--- config.mk ---
export PLATFORM = sky130hd
export DESIGN_NAME = data_mem_responder
export DESIGN_NICKNAME = d
export VERILOG_FILES = /design/src/rtl/data_mem_responder.sv
export SDC_FILE = /design/constraint.sdc
export NUM_CORES = 2
export LEC_CHECK = 0
export BUFFER_PORTS_ARGS = -buffer_cell sky130_fd_sc_hd__buf_2
export CAP_MARGIN = 10
export CORE_MARGIN = 2
export CORE_UTILIZATION = 50
export CTS_BUF_LIST = sky130_fd_sc_hd__clkbuf_16
export DETAILED_ROUTE_END_ITERATION = 6
export PLACE_DENSITY = 0.68
export SETUP_SLACK_MARGIN = 0.5
export SYNTH_ARGS = -nofsm -noshare
export SYNTH_HDL_FRONTEND = slang
export SYNTH_SLANG_ARGS = --single-unit
--- constraint.sdc ---
create_clock -name CLK -period 2.3 [get_ports CLK]
set_input_delay 0.115 -clock CLK [delete_from_list [all_inputs] [get_ports CLK]]
set_output_delay 0.115 -clock CLK [all_outputs]
set_load 0.01 [all_outputs]
--- src/rtl/data_mem_responder.sv ---
// Word-organised data memory answering MEM-stage load/store requests over a
// req/ready handshake, with a programmable number of wait states.
module data_mem_responder #(
  parameter int DATA_WIDTH  = 32,
  parameter int ADDR_WIDTH  = 6,
  parameter int WAIT_STATES = 1
) (
  input  logic                  CLK,
  input  logic                  Reset_L,
  input  logic                  req,
  input  logic                  wr,
  input  logic [31:0]           addr,
  input  logic [DATA_WIDTH-1:0] wdata,
  input  logic [3:0]            be,
  output logic                  ready,
  output logic [DATA_WIDTH-1:0] rdata,
  output logic                  err,
  output logic                  busy
);

  localparam int          LANES   = DATA_WIDTH / 8;
  localparam logic [3:0]  WS_LOAD = 4'((WAIT_STATES == 0) ? 0 : WAIT_STATES - 1);

  typedef enum logic [1:0] {S_IDLE, S_WAIT, S_RESP} state_t;

  state_t                  state, state_nx;
  logic [3:0]              cnt, cnt_nx;
  logic                    accept;

  logic                    cap_wr, cap_err;
  logic [ADDR_WIDTH-1:0]   cap_idx;
  logic [DATA_WIDTH-1:0]   cap_wdata;
  logic [3:0]              cap_be;

  logic                    in_err;
  logic                    rsp_wr, rsp_err;
  logic [ADDR_WIDTH-1:0]   rsp_idx;
  logic                    commit;
  logic [DATA_WIDTH-1:0]   fwd;

  logic [DATA_WIDTH-1:0]   mem [2**ADDR_WIDTH];

  assign in_err = (addr[1:0] != 2'b00) || (addr[31:ADDR_WIDTH+2] != '0);
  assign commit = (state == S_RESP) && cap_wr && !cap_err;
  assign busy   = (state != S_IDLE);

  always_comb begin
    state_nx = state;
    cnt_nx   = cnt;
    accept   = 1'b0;
    case (state)
      S_IDLE, S_RESP: begin
        state_nx = S_IDLE;
        if (req) begin
          accept = 1'b1;
          if (WAIT_STATES == 0) begin
            state_nx = S_RESP;
          end else begin
            state_nx = S_WAIT;
            cnt_nx   = WS_LOAD;
          end
        end
      end
      S_WAIT: begin
        if (cnt == 4'd0) state_nx = S_RESP;
        else             cnt_nx   = cnt - 4'd1;
      end
      default: state_nx = S_IDLE;
    endcase
  end

  // With zero wait states the responding transaction is the one being accepted
  // now, so its read must see a store committing on this very edge.
  always_comb begin
    rsp_wr  = cap_wr;
    rsp_err = cap_err;
    rsp_idx = cap_idx;
    if (accept) begin
      rsp_wr  = wr;
      rsp_err = in_err;
      rsp_idx = addr[ADDR_WIDTH+1:2];
    end
    fwd = mem[rsp_idx];
    for (int unsigned i = 0; i < LANES; i++) begin
      if (commit && (cap_idx == rsp_idx) && cap_be[i])
        fwd[8*i +: 8] = cap_wdata[8*i +: 8];
    end
  end

  always_ff @(posedge CLK or negedge Reset_L) begin
    if (!Reset_L) begin
      state     <= S_IDLE;
      cnt       <= '0;
      cap_wr    <= 1'b0;
      cap_err   <= 1'b0;
      cap_idx   <= '0;
      cap_wdata <= '0;
      cap_be    <= '0;
      ready     <= 1'b0;
      rdata     <= '0;
      err       <= 1'b0;
    end else begin
      state <= state_nx;
      cnt   <= cnt_nx;
      if (accept) begin
        cap_wr    <= wr;
        cap_err   <= in_err;
        cap_idx   <= addr[ADDR_WIDTH+1:2];
        cap_wdata <= wdata;
        cap_be    <= be;
      end
      ready <= (state_nx == S_RESP);
      if (state_nx == S_RESP) begin
        err   <= rsp_err;
        rdata <= (rsp_wr || rsp_err) ? '0 : fwd;
      end else begin
        err   <= 1'b0;
        rdata <= '0;
      end
    end
  end

  always_ff @(posedge CLK) begin
    if (commit) begin
      for (int unsigned i = 0; i < LANES; i++) begin
        if (cap_be[i]) mem[cap_idx][8*i +: 8] <= cap_wdata[8*i +: 8];
      end
    end
  end

endmodule
==> run_results.csv <==
group,metric,value,unit
timing,fmax,0.351,GHz
timing,slew_viol_final,0,
global_route,grt_pass1_wl,404000,um
floorplan,initial_core_util,50.5,%
detailed_routing,vias,58200,
timing,hold_slack,-216,ps
detailed_routing,first_pass_iters,7,
placement,pre_cts_slack,-784,ps
cts,cts_tree,"built",
timing,period_share,124,%
synthesis,syn-num-nets,5871,
floorplan,die_w,415,um
synthesis,syn_area_per_cell,14.6,um2
placement,io_buffer_count,106,
final_layout,drive_above_1_share,28.3,%
placement,post-place-cells,8679,
cts,root_buffer,"clkbuf_16",
outcome,status,"complete, but fails checks",
setup_path,crit_arrival,3660,ps
floorplan,die_y,415,um
timing,slew_headroom,18.3,%
setup_path,start_kind,"register",
synthesis,syn_area,0.0846,mm2
cts,clock_latency,890,ps
detailed_routing,drtIter0Drc,8484,
detailed_routing,drc,1,
floorplan,io_pins,107,
setup_path,crit_type,"register to register",
final_layout,syn_to_final_growth,29.2,%
setup_path,endpoint_kind,"register",
timing,tightest_slew,1230,ps
hold_path,hold_path_class,"input pin to register",
cts,cts_buffers,205,
pwr,ir_worst_vdd,0.833,mV
placement,gp_congestion,0.977,
global_route,grt_antenna_before_repair,9,
cts,clk_pin_slew,60,ps
setup_path,crit_required,3110,ps
synthesis,synth_cells,5798,
timing,fin_setup_tns,-147180,ps
timing,setup_viol,1427,
pwr,powerDensity,841,mW/mm2
timing,finalClockSkew,60.5,ps
detailed_routing,final_antenna_net_count,0,
timing,fin_crit,2850,ps
setup_path,critPathMaxFanout,7,
synthesis,synth-edff-count,2048,
floorplan,core_area,0.168,mm2
cts,h-tree-depth,4,
timing,hold_viol_final,3,
synthesis,seq_area_frac_synth,75.2,%
global_route,grt_pass1_vias,56000,
synthesis,async_flop_share,3.94,%
synthesis,synthDistinctLibCells,81,
detailed_routing,wl,290000,um
floorplan,row_count,150,
final_layout,postLayoutCoreUtil,65.2,%
outcome,violations,"design-rule violations, negative hold slack, negative setup slack",
synthesis,ys.flop_type,"edfxtp_1",
placement,hpwl,189000,um
global_route,grt_usage,32.9,%
synthesis,synth-seq-cells,2132,
global_route,grt_max_degree,66,
global_route,overflow,0,
timing,layout_setup_ws,-552,ps
detailed_routing,vias_per_cell,6.27,
synthesis,ys_warn_count,0,
timing,rsz0062_at_grt,"yes",
detailed_routing,post_drt_wl_per_cell,31.3,um
flow_run,cap_violations,0,
final_layout,nNetsFinal,6963,
final_layout,fin_cells,9277,
floorplan,dieArea,0.172,mm2
cts,cts_max_path_buffers,3,
pwr,p_leak,0.0385,uW
cts,numClockSinks,2132,
[state kept, by name, summed over array words and instances, names as in the netlist]
register / count
mem: 2048
cap_wdata: 32
rdata: 32
cap_idx: 6
cap_be: 4
cnt: 4
state: 2
cap_err: 1
cap_wr: 1
err: 1
ready: 1
[cell usage after synthesis, drive strengths merged, types with 6 or more instances]
cell | n | share of area [%]
a2111oi | 10 | 0.11
a211oi | 114 | 1.0
a21oi | 52 | 0.36
a221oi | 11 | 0.11
a22oi | 20 | 0.18
a311oi | 24 | 0.25
a31oi | 136 | 1.0
a32oi | 85 | 0.88
and2 | 10 | 0.074
and3 | 16 | 0.12
and4 | 6 | 0.062
buf | 229 | 1.6
clkbuf | 142 | 0.63
dfrtp | 84 | 2.5
edfxtp | 2048 | 73
inv | 66 | 0.30
mux2 | 6 | 0.080
mux2i | 291 | 3.4
mux4 | 84 | 2.2
nand2 | 1321 | 5.9
nand3 | 416 | 2.5
nand4 | 96 | 0.71
nor2 | 303 | 1.4
nor3 | 15 | 0.089
nor4 | 10 | 0.074
o2111ai | 35 | 0.36
o211a | 13 | 0.15
o211ai | 6 | 0.053
o21ai | 53 | 0.31
o22ai | 7 | 0.052
xor2 | 6 | 0.062
[layout make-up]
| class | count | area [um2] |
|---|---|---|
| clock buffer | 206 | 5150 |
| sequential | 2132 | 63600 |
| inverter | 67 | 307 |
| multi-input combinational | 3228 | 21100 |
| clock inverter | 180 | 1540 |
| antenna | 4 | 10.0 |
| timing repair inverter | 4 | 75.1 |
| tap | 2204 | 2760 |
| fill | 11400 | 58300 |
| timing repair buffer | 1252 | 14700 |
[path summary, 6_finish.rpt]
check	startpoint	endpoint	slack (ps)	cells past startpoint
worst max register to register	state[0]	rdata[30]	-550	10
min in group asynchronous	Reset_L	rdata[6]	440	4
worst min-delay path	addr[13]	cap_err	-220	6
max in group asynchronous	Reset_L	rdata[15]	1510	4
worst max-delay path	state[0]	rdata[30]	-550	10
worst min register to register	cap_wdata[9]	cap_wdata[9]	490	2
[where the power goes]
part,total [uW],switching (uW),internal [uW]
Clock,33300,14900,18400
Combinational,14500,9070,5440
Sequential,44100,438,43600
Total,91900,24400,67500
[worst max-delay path, stage by stage, from the launching register on]
cell	delay, ps
dfrtp_2	450
nand2b_4	200
buf_6	130
a21oi_4	260
inv_8	140
buf_16	190
mux2i_4	190
mux4_2	540
a31o_4	280
a31oi_4	160
and4_1	220
[repair_timing]
item                                     CTS  global route
pin swaps                                 76            86
endpoints found under the setup margin  2091          2098
hold buffers                              79             1
resized for setup                        266           163
hold endpoints to repair                 133             3
gates cloned                              19            14
setup buffers                             60            35
[metal layers]
layer | global-route usage, % | vias to the layer above | routed length, um
met3 | 8.22 | 844 | 35900
met2 | 49.7 | 4304 | 131000
met5 | 0 | - | 8
li1 | - | 24200 | -
met4 | 18.8 | 2 | 19000
met1 | 43.8 | 28900 | 105000
[cells by family (layout without fill, tap and decap cells)]
kind of cell,count (synthesis),in the layout,synth area share [%]
xor gates and xnor gates,7,7,0.0725
AOI/OAI and AO/OA,617,617,5.39
and+or+nand+nor,2222,2222,11.1
adders and majority gates,1,1,0.0148
buffers and inverters,438,1709,2.49
muxes,381,381,5.76
DFF,2132,2132,75.2
other,0,4,0
[per-stage QoR]
step	cell area [um2]	power [uW]
floorplan	85600	50600
global placement	98000	56900
detailed placement	98000	57100
CTS	108000	91000
global route	109000	93900
finish	109000	91900
[placed cells by master (no fill, tap or decap), drive strengths merged, types with 79 or more instances in the layout]
| master | instances |
|---|---|
| edfxtp | 2048 |
| nor2 | 303 |
| a32oi | 85 |
| clkbuf | 219 |
| buf | 1151 |
| nand3 | 416 |
| dlygate4sd3 | 79 |
| inv | 118 |
| nand2 | 1321 |
| a211oi | 114 |
| dfrtp | 84 |
| mux4 | 84 |
| nand4 | 96 |
| mux2i | 291 |
| clkinv | 106 |
| a31oi | 136 |
(Power assumes the default switching activity.)
